$ cat src/rtl/branch_cmp_pkg.sv
// Shared definitions for the multi-cycle branch-condition unit.
//   - funct3 encodings of the RISC-V conditional branches
//   - FSM state type {IDLE, SCAN, DONE}
//   - helpers that decode the branch decision and the illegal-funct3 case
package branch_cmp_pkg;

  localparam logic [2:0] F3_BEQ  = 3'b000;
  localparam logic [2:0] F3_BNE  = 3'b001;
  localparam logic [2:0] F3_BLT  = 3'b100;
  localparam logic [2:0] F3_BGE  = 3'b101;
  localparam logic [2:0] F3_BLTU = 3'b110;
  localparam logic [2:0] F3_BGEU = 3'b111;

  typedef enum logic [1:0] {
    IDLE = 2'd0,
    SCAN = 2'd1,
    DONE = 2'd2
  } state_e;

  // 010 and 011 carry no branch meaning.
  function automatic logic is_illegal(input logic [2:0] f3);
    return (f3[2:1] == 2'b01);
  endfunction

  // Signed comparison applies only to BLT/BGE.
  function automatic logic is_signed_f3(input logic [2:0] f3);
    return (f3[2:1] == 2'b10);
  endfunction

  // Branch decision from the final equal/less flags. Illegal encodings never branch.
  function automatic logic taken_decode(input logic [2:0] f3, input logic eq, input logic lt);
    logic t;
    case (f3)
      F3_BEQ:           t = eq;
      F3_BNE:           t = ~eq;
      F3_BLT, F3_BLTU:  t = lt;
      F3_BGE, F3_BGEU:  t = ~lt;
      default:          t = 1'b0;
    endcase
    return t;
  endfunction

endpackage

$ cat src/rtl/branch_compare_seq_if.sv
// Request/response bundle of branch_compare_seq.
//   master: the requester (drives request fields and out_ready)
//   slave : the compare unit (drives in_ready and the result fields)
interface branch_compare_seq_if #(
  parameter int WIDTH = 32
);
  logic             in_valid;
  logic             in_ready;
  logic [WIDTH-1:0] a;
  logic [WIDTH-1:0] b;
  logic [2:0]       funct3;
  logic             out_valid;
  logic             out_ready;
  logic             g;
  logic             l;
  logic             e;
  logic             taken;
  logic             illegal;

  modport master (
    output in_valid, a, b, funct3, out_ready,
    input  in_ready, out_valid, g, l, e, taken, illegal
  );

  modport slave (
    input  in_valid, a, b, funct3, out_ready,
    output in_ready, out_valid, g, l, e, taken, illegal
  );
endinterface

$ cat src/rtl/comparator_n_bit.sv
// Combinational N-bit magnitude comparator.
//   a, b          : operands
//   sign_n_unsign : 1 = two's-complement compare, 0 = unsigned compare
//   g / l / e     : a > b, a < b, a == b (exactly one is set)
module comparator_n_bit #(
  parameter int N = 8
) (
  input  logic [N-1:0] a,
  input  logic [N-1:0] b,
  input  logic         sign_n_unsign,
  output logic         g,
  output logic         l,
  output logic         e
);

  logic signed [N-1:0] a_s;
  logic signed [N-1:0] b_s;
  logic                lt;

  assign a_s = a;
  assign b_s = b;
  assign lt  = sign_n_unsign ? (a_s < b_s) : (a < b);
  assign e   = (a == b);
  assign l   = lt;
  assign g   = ~lt & ~(a == b);

endmodule

$ cat src/rtl/branch_compare_seq.sv
// Multi-cycle branch-condition unit for the execute stage.
// Compares rs1/rs2 CHUNK bits per cycle starting at the MSB chunk and stops on the
// first differing chunk, then presents g/l/e, taken and illegal until consumed.
//   clk, rst_n : clock, asynchronous active-low reset
//   bus        : slave side of branch_compare_seq_if (request handshake, operands,
//                funct3, result handshake and result flags)
// WIDTH must be a multiple of CHUNK.
module branch_compare_seq
  import branch_cmp_pkg::*;
#(
  parameter int WIDTH = 32,
  parameter int CHUNK = 8
) (
  input  logic               clk,
  input  logic               rst_n,
  branch_compare_seq_if.slave bus
);

  localparam int NCH   = WIDTH / CHUNK;
  localparam int IDX_W = (NCH > 1) ? $clog2(NCH) : 1;
  localparam logic [IDX_W-1:0] IDX_LAST = IDX_W'(NCH - 1);

  state_e             state_q, state_d;
  logic [IDX_W-1:0]   idx_q, idx_d;
  logic [WIDTH-1:0]   a_q, a_d;
  logic [WIDTH-1:0]   b_q, b_d;
  logic [2:0]         f3_q, f3_d;
  logic               g_q, g_d;
  logic               l_q, l_d;
  logic               e_q, e_d;
  logic               taken_q, taken_d;
  logic               illegal_q, illegal_d;

  logic [CHUNK-1:0]   chunk_a, chunk_b;
  logic               cmp_sign, cmp_g, cmp_l, cmp_e;

  // Select the chunk currently under comparison.
  always_comb begin
    chunk_a = '0;
    chunk_b = '0;
    for (int i = 0; i < NCH; i++) begin
      if (idx_q == IDX_W'(i)) begin
        chunk_a = a_q[i*CHUNK +: CHUNK];
        chunk_b = b_q[i*CHUNK +: CHUNK];
      end
    end
  end

  // Only the MSB chunk carries the sign; lower chunks are plain magnitudes.
  assign cmp_sign = is_signed_f3(f3_q) && (idx_q == IDX_LAST);

  comparator_n_bit #(.N(CHUNK)) u_cmp (
    .a             (chunk_a),
    .b             (chunk_b),
    .sign_n_unsign (cmp_sign),
    .g             (cmp_g),
    .l             (cmp_l),
    .e             (cmp_e)
  );

  always_comb begin
    state_d   = state_q;
    idx_d     = idx_q;
    a_d       = a_q;
    b_d       = b_q;
    f3_d      = f3_q;
    g_d       = g_q;
    l_d       = l_q;
    e_d       = e_q;
    taken_d   = taken_q;
    illegal_d = illegal_q;
    case (state_q)
      IDLE: begin
        if (bus.in_valid) begin
          state_d = SCAN;
          a_d     = bus.a;
          b_d     = bus.b;
          f3_d    = bus.funct3;
          idx_d   = IDX_LAST;
        end
      end
      SCAN: begin
        if (!cmp_e) begin
          // First differing chunk decides the whole comparison.
          g_d       = cmp_g;
          l_d       = cmp_l;
          e_d       = 1'b0;
          taken_d   = taken_decode(f3_q, 1'b0, cmp_l);
          illegal_d = is_illegal(f3_q);
          state_d   = DONE;
        end else if (idx_q == '0) begin
          g_d       = 1'b0;
          l_d       = 1'b0;
          e_d       = 1'b1;
          taken_d   = taken_decode(f3_q, 1'b1, 1'b0);
          illegal_d = is_illegal(f3_q);
          state_d   = DONE;
        end else begin
          idx_d = idx_q - IDX_W'(1);
        end
      end
      DONE: begin
        if (bus.out_ready) begin
          state_d   = IDLE;
          g_d       = 1'b0;
          l_d       = 1'b0;
          e_d       = 1'b0;
          taken_d   = 1'b0;
          illegal_d = 1'b0;
        end
      end
      default: state_d = IDLE;
    endcase
  end

  // Control and result state
  always_ff @(posedge clk or negedge rst_n) begin
    if (!rst_n) begin
      state_q   <= IDLE;
      idx_q     <= '0;
      g_q       <= 1'b0;
      l_q       <= 1'b0;
      e_q       <= 1'b0;
      taken_q   <= 1'b0;
      illegal_q <= 1'b0;
    end else begin
      state_q   <= state_d;
      idx_q     <= idx_d;
      g_q       <= g_d;
      l_q       <= l_d;
      e_q       <= e_d;
      taken_q   <= taken_d;
      illegal_q <= illegal_d;
    end
  end

  // Operand latches need no reset: they are only read after an accept loads them.
  always_ff @(posedge clk) begin
    a_q  <= a_d;
    b_q  <= b_d;
    f3_q <= f3_d;
  end

  assign bus.in_ready  = (state_q == IDLE);
  assign bus.out_valid = (state_q == DONE);
  assign bus.g         = g_q;
  assign bus.l         = l_q;
  assign bus.e         = e_q;
  assign bus.taken     = taken_q;
  assign bus.illegal   = illegal_q;

endmodule

$ cat src/flat_wrapper.sv
// flat-port wrapper written by rule: the top's interface ports become plain ports
module branch_compare_seq_flat import branch_cmp_pkg::*;
#(
  parameter int WIDTH = 32,
  parameter int CHUNK = 8
)
  (clk, rst_n, bus_in_valid, bus_a, bus_b, bus_funct3, bus_out_ready, bus_in_ready, bus_out_valid, bus_g, bus_l, bus_e, bus_taken, bus_illegal);
  branch_compare_seq_if #(.WIDTH(WIDTH)) bus_i ();
  input  logic clk;
  input  logic rst_n;
  input wire logic [$bits(bus_i.in_valid)-1:0] bus_in_valid;
  input wire logic [$bits(bus_i.a)-1:0] bus_a;
  input wire logic [$bits(bus_i.b)-1:0] bus_b;
  input wire logic [$bits(bus_i.funct3)-1:0] bus_funct3;
  input wire logic [$bits(bus_i.out_ready)-1:0] bus_out_ready;
  output wire logic [$bits(bus_i.in_ready)-1:0] bus_in_ready;
  output wire logic [$bits(bus_i.out_valid)-1:0] bus_out_valid;
  output wire logic [$bits(bus_i.g)-1:0] bus_g;
  output wire logic [$bits(bus_i.l)-1:0] bus_l;
  output wire logic [$bits(bus_i.e)-1:0] bus_e;
  output wire logic [$bits(bus_i.taken)-1:0] bus_taken;
  output wire logic [$bits(bus_i.illegal)-1:0] bus_illegal;
  assign bus_i.in_valid = bus_in_valid;
  assign bus_i.a = bus_a;
  assign bus_i.b = bus_b;
  assign bus_i.funct3 = bus_funct3;
  assign bus_i.out_ready = bus_out_ready;
  assign bus_in_ready = bus_i.in_ready;
  assign bus_out_valid = bus_i.out_valid;
  assign bus_g = bus_i.g;
  assign bus_l = bus_i.l;
  assign bus_e = bus_i.e;
  assign bus_taken = bus_i.taken;
  assign bus_illegal = bus_i.illegal;
  branch_compare_seq #(.WIDTH(WIDTH), .CHUNK(CHUNK)) u_core (.clk(clk), .rst_n(rst_n), .bus(bus_i));
endmodule
$ cat config.mk
export PLATFORM = sky130hd
export DESIGN_NAME = branch_compare_seq_flat
export DESIGN_NICKNAME = d
export VERILOG_FILES = /design/src/rtl/branch_cmp_pkg.sv /design/src/rtl/branch_compare_seq_if.sv /design/src/rtl/comparator_n_bit.sv /design/src/rtl/branch_compare_seq.sv /design/src/flat_wrapper.sv
export SDC_FILE = /design/constraint.sdc
export NUM_CORES = 1
export LEC_CHECK = 0
export CELL_PAD_IN_SITES_DETAIL_PLACEMENT = 0
export CELL_PAD_IN_SITES_GLOBAL_PLACEMENT = 2
export CORE_ASPECT_RATIO = 0.75
export CORE_UTILIZATION = 36
export DETAILED_ROUTE_END_ITERATION = 12
export PLACE_DENSITY = 0.9
export SYNTH_ARGS = -nofsm -noshare
export SYNTH_HDL_FRONTEND = slang
export SYNTH_SLANG_ARGS = --single-unit
$ cat constraint.sdc
create_clock -name clk -period 4.7 [get_ports clk]
set_clock_uncertainty 0.15 [all_clocks]
set_input_delay 0.94 -clock clk [delete_from_list [all_inputs] [get_ports clk]]
set_output_delay 0.94 -clock clk [all_outputs]
set_load 0.01 [all_outputs]
==> results of run 1 <==
==> registers in the layout (all words and copies together) (netlist names) <==
name / count
u_core.bus.e: 1
u_core.b_q: 32
u_core.bus.illegal: 1
u_core.f3_q: 3
u_core.idx_q: 2
u_core.state_q: 2
u_core.a_q: 32
u_core.bus.l: 1
u_core.bus.taken: 1
u_core.bus.g: 1
==> cell usage after synthesis, types with 2 or more instances <==
cell type | number | area share
edfxtp_1 | 67 | 0.61
a21oi_1 | 26 | 0.039
ha_1 | 15 | 0.056
nand2_1 | 14 | 0.016
nor2_1 | 12 | 0.014
o21ai_1 | 11 | 0.017
a22oi_1 | 9 | 0.020
dfrtp_1 | 9 | 0.068
nor2b_1 | 9 | 0.017
nor3_1 | 8 | 0.012
a221oi_1 | 7 | 0.018
inv_1 | 7 | 0.0079
clkbuf_1 | 6 | 0.0068
buf_2 | 3 | 0.0045
and2_1 | 2 | 0.0038
nand2b_2 | 2 | 0.0053
==> power by group through the flow <==
stage                     clock network, µW  logic, µW  registers (µW)
final                                   623        620             976
after global routing                    660        694             990
after CTS                               635        629             977
after detailed placement                  0        627             987
after global placement                    0        611             990
after floorplan                           0        406             980
==> worst reg2reg max path, delay by kind of cell, from the launching register on <==
kind | cells | cell delay (ns)
adders and majority gates | 2 | 0.78
buffers and inverters | 1 | 0.08
muxes | 1 | 0.32
DFF | 1 | 0.40
AOI/OAI and AO/OA | 3 | 0.72
and+or+nand+nor | 4 | 1.27
==> area by class of cell <==
| type | count | share of cell area |
|---|---|---|
| clock buffers | 9 | 0.0504 |
| clock inverters | 6 | 0.00953 |
| inverters | 8 | 0.00673 |
| multi-input cells | 144 | 0.228 |
| flip-flops and latches | 76 | 0.501 |
| well taps | 108 | 0.0303 |
| repair buffers | 78 | 0.174 |
==> cells by family (layout without fill, tap and decap cells) <==
kind of cell | count (synthesis) | after routing | share of synthesized area
buffers and inverters | 18 | 101 | 0.0218
flip-flops | 76 | 76 | 0.673
AND/OR/NAND/NOR | 61 | 61 | 0.108
adder cells (fa/ha/maj) | 15 | 15 | 0.0565
multiplexers | 2 | 2 | 0.00640
AO/OA/AOI/OAI | 66 | 66 | 0.134
==> final timing paths <==
check / end / slack (ns) / cells after the start
worst max-delay path: u_core.state_q[1]$_DFFE_PN0P_ / 0.87 / 11
worst min register to register: u_core.bus.illegal$_DFFE_PN0P_ / 0.33 / 2
worst min-delay path: u_core.bus.illegal$_DFFE_PN0P_ / 0.33 / 2
worst max register to register: u_core.state_q[1]$_DFFE_PN0P_ / 0.87 / 11
min in group asynchronous: u_core.state_q[1]$_DFFE_PN0P_ / 0.77 / 1
max in group asynchronous: u_core.bus.l$_DFFE_PN0P_ / 3.30 / 1
==> placed cells by master, fill, tap and decap left out, types with 4 or more instances in the layout <==
master	n
dfrtp_1	9
clkbuf_16	9
o21ai_1	11
nor3_1	8
nand2_1	14
nor2b_1	9
a221oi_1	7
edfxtp_1	67
clkinvlp_4	4
nor2_1	12
a22oi_1	9
a21oi_1	26
ha_1	15
inv_1	7
clkdlybuf4s50_1	77
==> stage by stage <==
| step | power [µW] | worst slack, ns | util |
|---|---|---|---|
| final | 2220 | 0.871 | 0.513 |
| after global routing | 2340 | 0.637 | 0.513 |
| after CTS | 2240 | 0.886 | 0.513 |
| after detailed placement | 1610 | 0.891 | 0.482 |
| after global placement | 1600 | 1.07 | 0.482 |
| after floorplan | 1390 | 1.60 | - |
==> metal layers <==
layer  GRT usage  vias up  wire length, µm
li1            -     1069                -
met1       0.241     1037             3630
met2       0.236       83             3150
met3      0.0600        8              488
met4      0.0598        0               78
met5           0        -                0
==> flow_metrics.py, run 1 <==
metrics = {
    "critical_path": {
        "slowest_stage": "nor2b_2",
        "arrival_ns": 3.90,
        "r2r_start": "u_core.idx_q[1]$_DFFE_PN0P_",
        "critPathLaunchType": "flip-flop",
        "max_stage_delay_ns": 0.63,
        "path_cells": "inv_1 -> ha_1 -> nor2b_2 -> a221oi_1 -> nor3_1 -> a21oi_1 -> ha_1 -> nand4_2 -> o32a_4 -> nand2_2 -> mux2_1",
        "crit_type": "reg -> reg",
        "critPathMaxFanout": 18,
        "crit_family": "simple AND/OR/NAND/NOR gates",
        "crit_top_cell": "ha_1",
        "cp-startpoint": "u_core.idx_q[1]$_DFFE_PN0P_",
        "critPathBufInv": 1,
        "cp.required_ns": 4.77,
        "critPathCaptureType": "flip-flop",
    },
    "cells_and_area": {
        "stdcell_area_mm2": 0.00446,
        "fill_cells": 765,
        "fin_nets": 403,
        "diodes": 0,
        "drive_above_1_share": 0.0935,
        "multi_input_area_mm2": 0.00102,
        "fin_cells": 429,
        "area_delta_synth_final_pct": 34.3,
        "regArea_mm2": 0.00224,
    },
    "detailed_routing": {
        "wl_per_cell_um": 17.1,
        "vias": 2197,
        "route.detailed.drc": 0,
        "dr.first_iter.drc_count": 99,
        "routed_wl_um": 7350,
        "drtAntennaViolNets": 0,
        "first_pass_iters": 4,
        "vias_per_cell": 5.12,
    },
    "sta": {
        "rsz0062_at_grt": "no",
        "min_period_ns": 3.83,
        "setup_tns_ns": 0,
        "slew_headroom": 0.289,
        "fin_hold_ws_ns": 0.332,
        "drv_slew": 0,
        "fmax_mhz": 261,
        "tightest_slew_ns": 1.07,
        "finalSetupViolCount": 0,
        "hold_viol": 0,
        "finalCritPeriodShare": 0.815,
    },
    "global_route": {
        "grt_pass1_vias": 2201,
        "grt_pass1_wl_um": 11800,
        "grt.overflow.total": 0,
        "grt_max_degree": 49,
        "antenna_found_initial": 0,
        "grt.total_usage": 0.168,
    },
    "clock_network": {
        "htreeDepth": 3,
        "postCtsHoldBufs": 0,
        "postCtsSetupBuffers": 0,
        "clock_sinks": 76,
        "cts_tree": "done",
        "numCtsBuffers": 9,
        "clock-root-buffer": "clkbuf_16",
        "clk_latency_ns": 0.34,
        "clock_path_buffers": 2,
        "cts_resized": 0,
        "clk_pin_slew_worst_paths_ns": 0.06,
    },
    "logic_synthesis": {
        "postSynthAreaPerCell_um2": 14.0,
        "ys_seq_area_frac": 0.673,
        "syn_inst": 238,
        "synthArstFlopShare": 0.118,
        "synth-main-ff-cell": "edfxtp_1",
        "synthDistinctLibCells": 47,
        "ys_warn_count": 0,
        "syn_nets": 324,
        "synth_enable_flop_cells": 67,
        "synthesis.area_mm2": 0.00332,
        "ys_ff_latch": 76,
    },
    "power": {
        "vdd_drop_max_v": 0.000235,
        "seq_power_share": 0.440,
        "p_switching_uw": 688,
        "power_leakage_uw": 0.00157,
        "clkPwrFrac": 0.281,
        "sw_frac_of_total": 0.310,
        "comb_power_share": 0.279,
        "internal-power_uw": 1530,
        "power.density_mw_per_mm2": 497,
    },
    "placed_design": {
        "dp.cells": 414,
        "hpwlAfterDp_um": 5200,
        "port_buffers": 77,
        "gp_congestion": 0.798,
        "placed_area_mm2": 0.00420,
    },
    "floorplan": {
        "initial_core_util": 0.382,
        "io_pins": 78,
        "die_w_um": 113,
        "rows": 29,
        "core_mm2": 0.00871,
        "die_area_mm2": 0.00963,
        "die_h_um": 85.2,
    },
    "hold_path": {
        "hold_path.class": "reg -> reg",
        "hp-start": "u_core.bus.illegal$_DFFE_PN0P_",
    },
    "outcome": {
        "status": "completed",
    },
    "job": {
        "cap_violations": 0,
    },
}
No activity file was read; power rests on OpenSTA's default activity.
==> run 2, diff against run 1 <==
Settings changed: CORE_UTILIZATION 36 to 30, PLACE_DENSITY 0.9 to 0.81.
Clock period 4.7 ns to 3.3 ns, I/O delays scaled along.
==> flow_metrics.py, run 2 (synthesized netlist as in run 1, its figures left out) <==
metrics = {
    "sta": {
        "drv_slew": 0,
        "setup_tns_ns": 0,
        "tightest_slew_ns": 0.616,
        "rsz0062_at_grt": "yes",
        "finalSetupViolCount": 0,
        "slew_headroom": 0.589,
        "fmax_mhz": 321,
        "setup_ws_ns": 0.185,
        "min_period_ns": 3.12,
        "fin_hold_ws_ns": 0.334,
        "finalCritPeriodShare": 0.944,
        "hold_viol": 0,
    },
    "detailed_routing": {
        "dr.first_iter.drc_count": 122,
        "wl_per_cell_um": 15.9,
        "drtAntennaViolNets": 0,
        "route.detailed.drc": 0,
        "routed_wl_um": 7450,
        "vias_per_cell": 4.71,
        "vias": 2203,
        "first_pass_iters": 6,
    },
    "critical_path": {
        "r2r_setup_slack_ns": 0.18,
        "r2r_start": "u_core.idx_q[0]$_DFFE_PN0P_",
        "arrival_ns": 3.18,
        "ff2ff_path_depth": 13,
        "critPathLaunchType": "flip-flop",
        "critPathCaptureType": "flip-flop",
        "cp.required_ns": 3.36,
        "crit_type": "reg -> reg",
        "critPathMaxFanout": 5,
        "timing.rr.end": "u_core.state_q[1]$_DFFE_PN0P_",
    },
    "job": {
        "cap_violations": 0,
    },
    "cells_and_area": {
        "diodes": 0,
        "fin_cells": 468,
        "largestRegisters": "u_core.a_q: 32 flops, u_core.b_q: 32 flops, u_core.f3_q: 3 flops",
        "final_cell_mix": "77 x clkdlybuf4s50_1, 67 x edfxtp_1, 26 x a21oi_1",
        "final_common_cell": "clkdlybuf4s50_1",
        "drive_above_1_share": 0.127,
        "area_delta_synth_final_pct": 39.3,
        "fin_nets": 413,
    },
    "clock_network": {
        "htreeDepth": 3,
        "clk_latency_ns": 0.34,
        "numCtsBuffers": 9,
        "clock-root-buffer": "clkbuf_16",
        "postCtsHoldBufs": 0,
        "clk_pin_slew_worst_paths_ns": 0.06,
        "cts_tree": "done",
        "clock_path_buffers": 2,
        "clock_sinks": 76,
    },
    "placed_design": {
        "gp_congestion": 0.745,
        "dpl_worst_slack_ns": -0.207,
        "dp.cells": 450,
        "hpwlAfterDp_um": 5330,
        "port_buffers": 77,
    },
    "hold_path": {
        "holdPathEnd": "u_core.bus.illegal$_DFFE_PN0P_",
        "hp-start": "u_core.bus.illegal$_DFFE_PN0P_",
        "holdPathStages": 2,
        "hold_path.class": "reg -> reg",
    },
    "power": {
        "vdd_drop_max_v": 0.000279,
        "power.density_mw_per_mm2": 691,
        "totalPowerFinal_uw": 3200,
        "power_leakage_uw": 0.00164,
    },
    "floorplan": {
        "die_area_mm2": 0.0115,
        "rows": 32,
        "core_mm2": 0.0105,
        "die_h_um": 93.2,
        "die_w_um": 124,
        "initial_core_util": 0.316,
        "io_pins": 78,
    },
    "outcome": {
        "status": "completed",
    },
    "global_route": {
        "grt.total_usage": 0.142,
        "grt_pass1_vias": 2233,
        "grt_pass1_wl_um": 11600,
        "grt_max_degree": 34,
        "antenna_found_initial": 0,
        "grt.overflow.total": 0,
    },
}
==> run 2: timing repair <==
item                       4_1_cts  5_1_grt
gates resized for setup          1        3
pin swaps                        0        1
setup endpoints to repair        9        6
cloned                           0        0
setup buffers                    0        2
==> run 2: per-layer routing <==
layer	wire length [µm]	vias up	track usage
li1	-	1093	-
met1	3800	1029	0.202
met2	3030	73	0.192
met3	544	8	0.0652
met4	66	0	0.0361
met5	0	-	0
==> run 2: worst max-delay path by stage <==
stage | from | to | slack [ns] | cells after the start
detailed placement | u_core.idx_q[0]$_DFFE_PN0P_ | u_core.state_q[1]$_DFFE_PN0P_ | -0.21 | 11
CTS | u_core.idx_q[0]$_DFFE_PN0P_ | u_core.state_q[1]$_DFFE_PN0P_ | 0.06 | 11
floorplan | u_core.idx_q[1]$_DFFE_PN0P_ | u_core.state_q[1]$_DFFE_PN0P_ | 0.27 | 13
global route | u_core.idx_q[0]$_DFFE_PN0P_ | u_core.state_q[1]$_DFFE_PN0P_ | -0.02 | 13
global placement | u_core.idx_q[0]$_DFFE_PN0P_ | u_core.state_q[1]$_DFFE_PN0P_ | -0.08 | 11
finish | u_core.idx_q[0]$_DFFE_PN0P_ | u_core.state_q[1]$_DFFE_PN0P_ | 0.18 | 13
==> run 2: worst max-delay path, cell delays in order, from the launching register on <==
cell,delay (ns)
dfrtp_1,0.41
inv_1,0.11
ha_1,0.23
nor2b_4,0.14
buf_4,0.16
a22oi_1,0.15
nor2_1,0.05
a21oi_1,0.13
o21ai_1,0.10
ha_1,0.35
nand4_4,0.18
o32a_4,0.45
nand2_2,0.07
mux2_1,0.32
==> run 2: layout make-up <==
| cell class | instances | area (µm²) |
|---|---|---|
| timing repair buffer | 88 | 891 |
| fill | 965 | 5900 |
| sequential | 76 | 2240 |
| tap | 136 | 170 |
| multi-input combinational | 144 | 1030 |
| clock inverter | 5 | 36.3 |
| inverter | 8 | 30.0 |
| clock buffer | 11 | 233 |
==> run 2: power by group <==
group | switching (µW) | internal, µW | total, µW
clock network | 377 | 512 | 888
registers | 77.1 | 1300 | 1380
logic | 521 | 410 | 931
total | 975 | 2220 | 3200
==> run 2: per-stage QoR <==
| step | util | instance area (µm²) |
|---|---|---|
| 2_1_floorplan | - | 3320 |
| 3_5_place_dp | 0.410 | 4320 |
| 6_report | 0.440 | 4630 |
| 4_1_cts | 0.436 | 4590 |
| 5_1_grt | 0.440 | 4630 |
| 3_3_place_gp | 0.410 | 4320 |
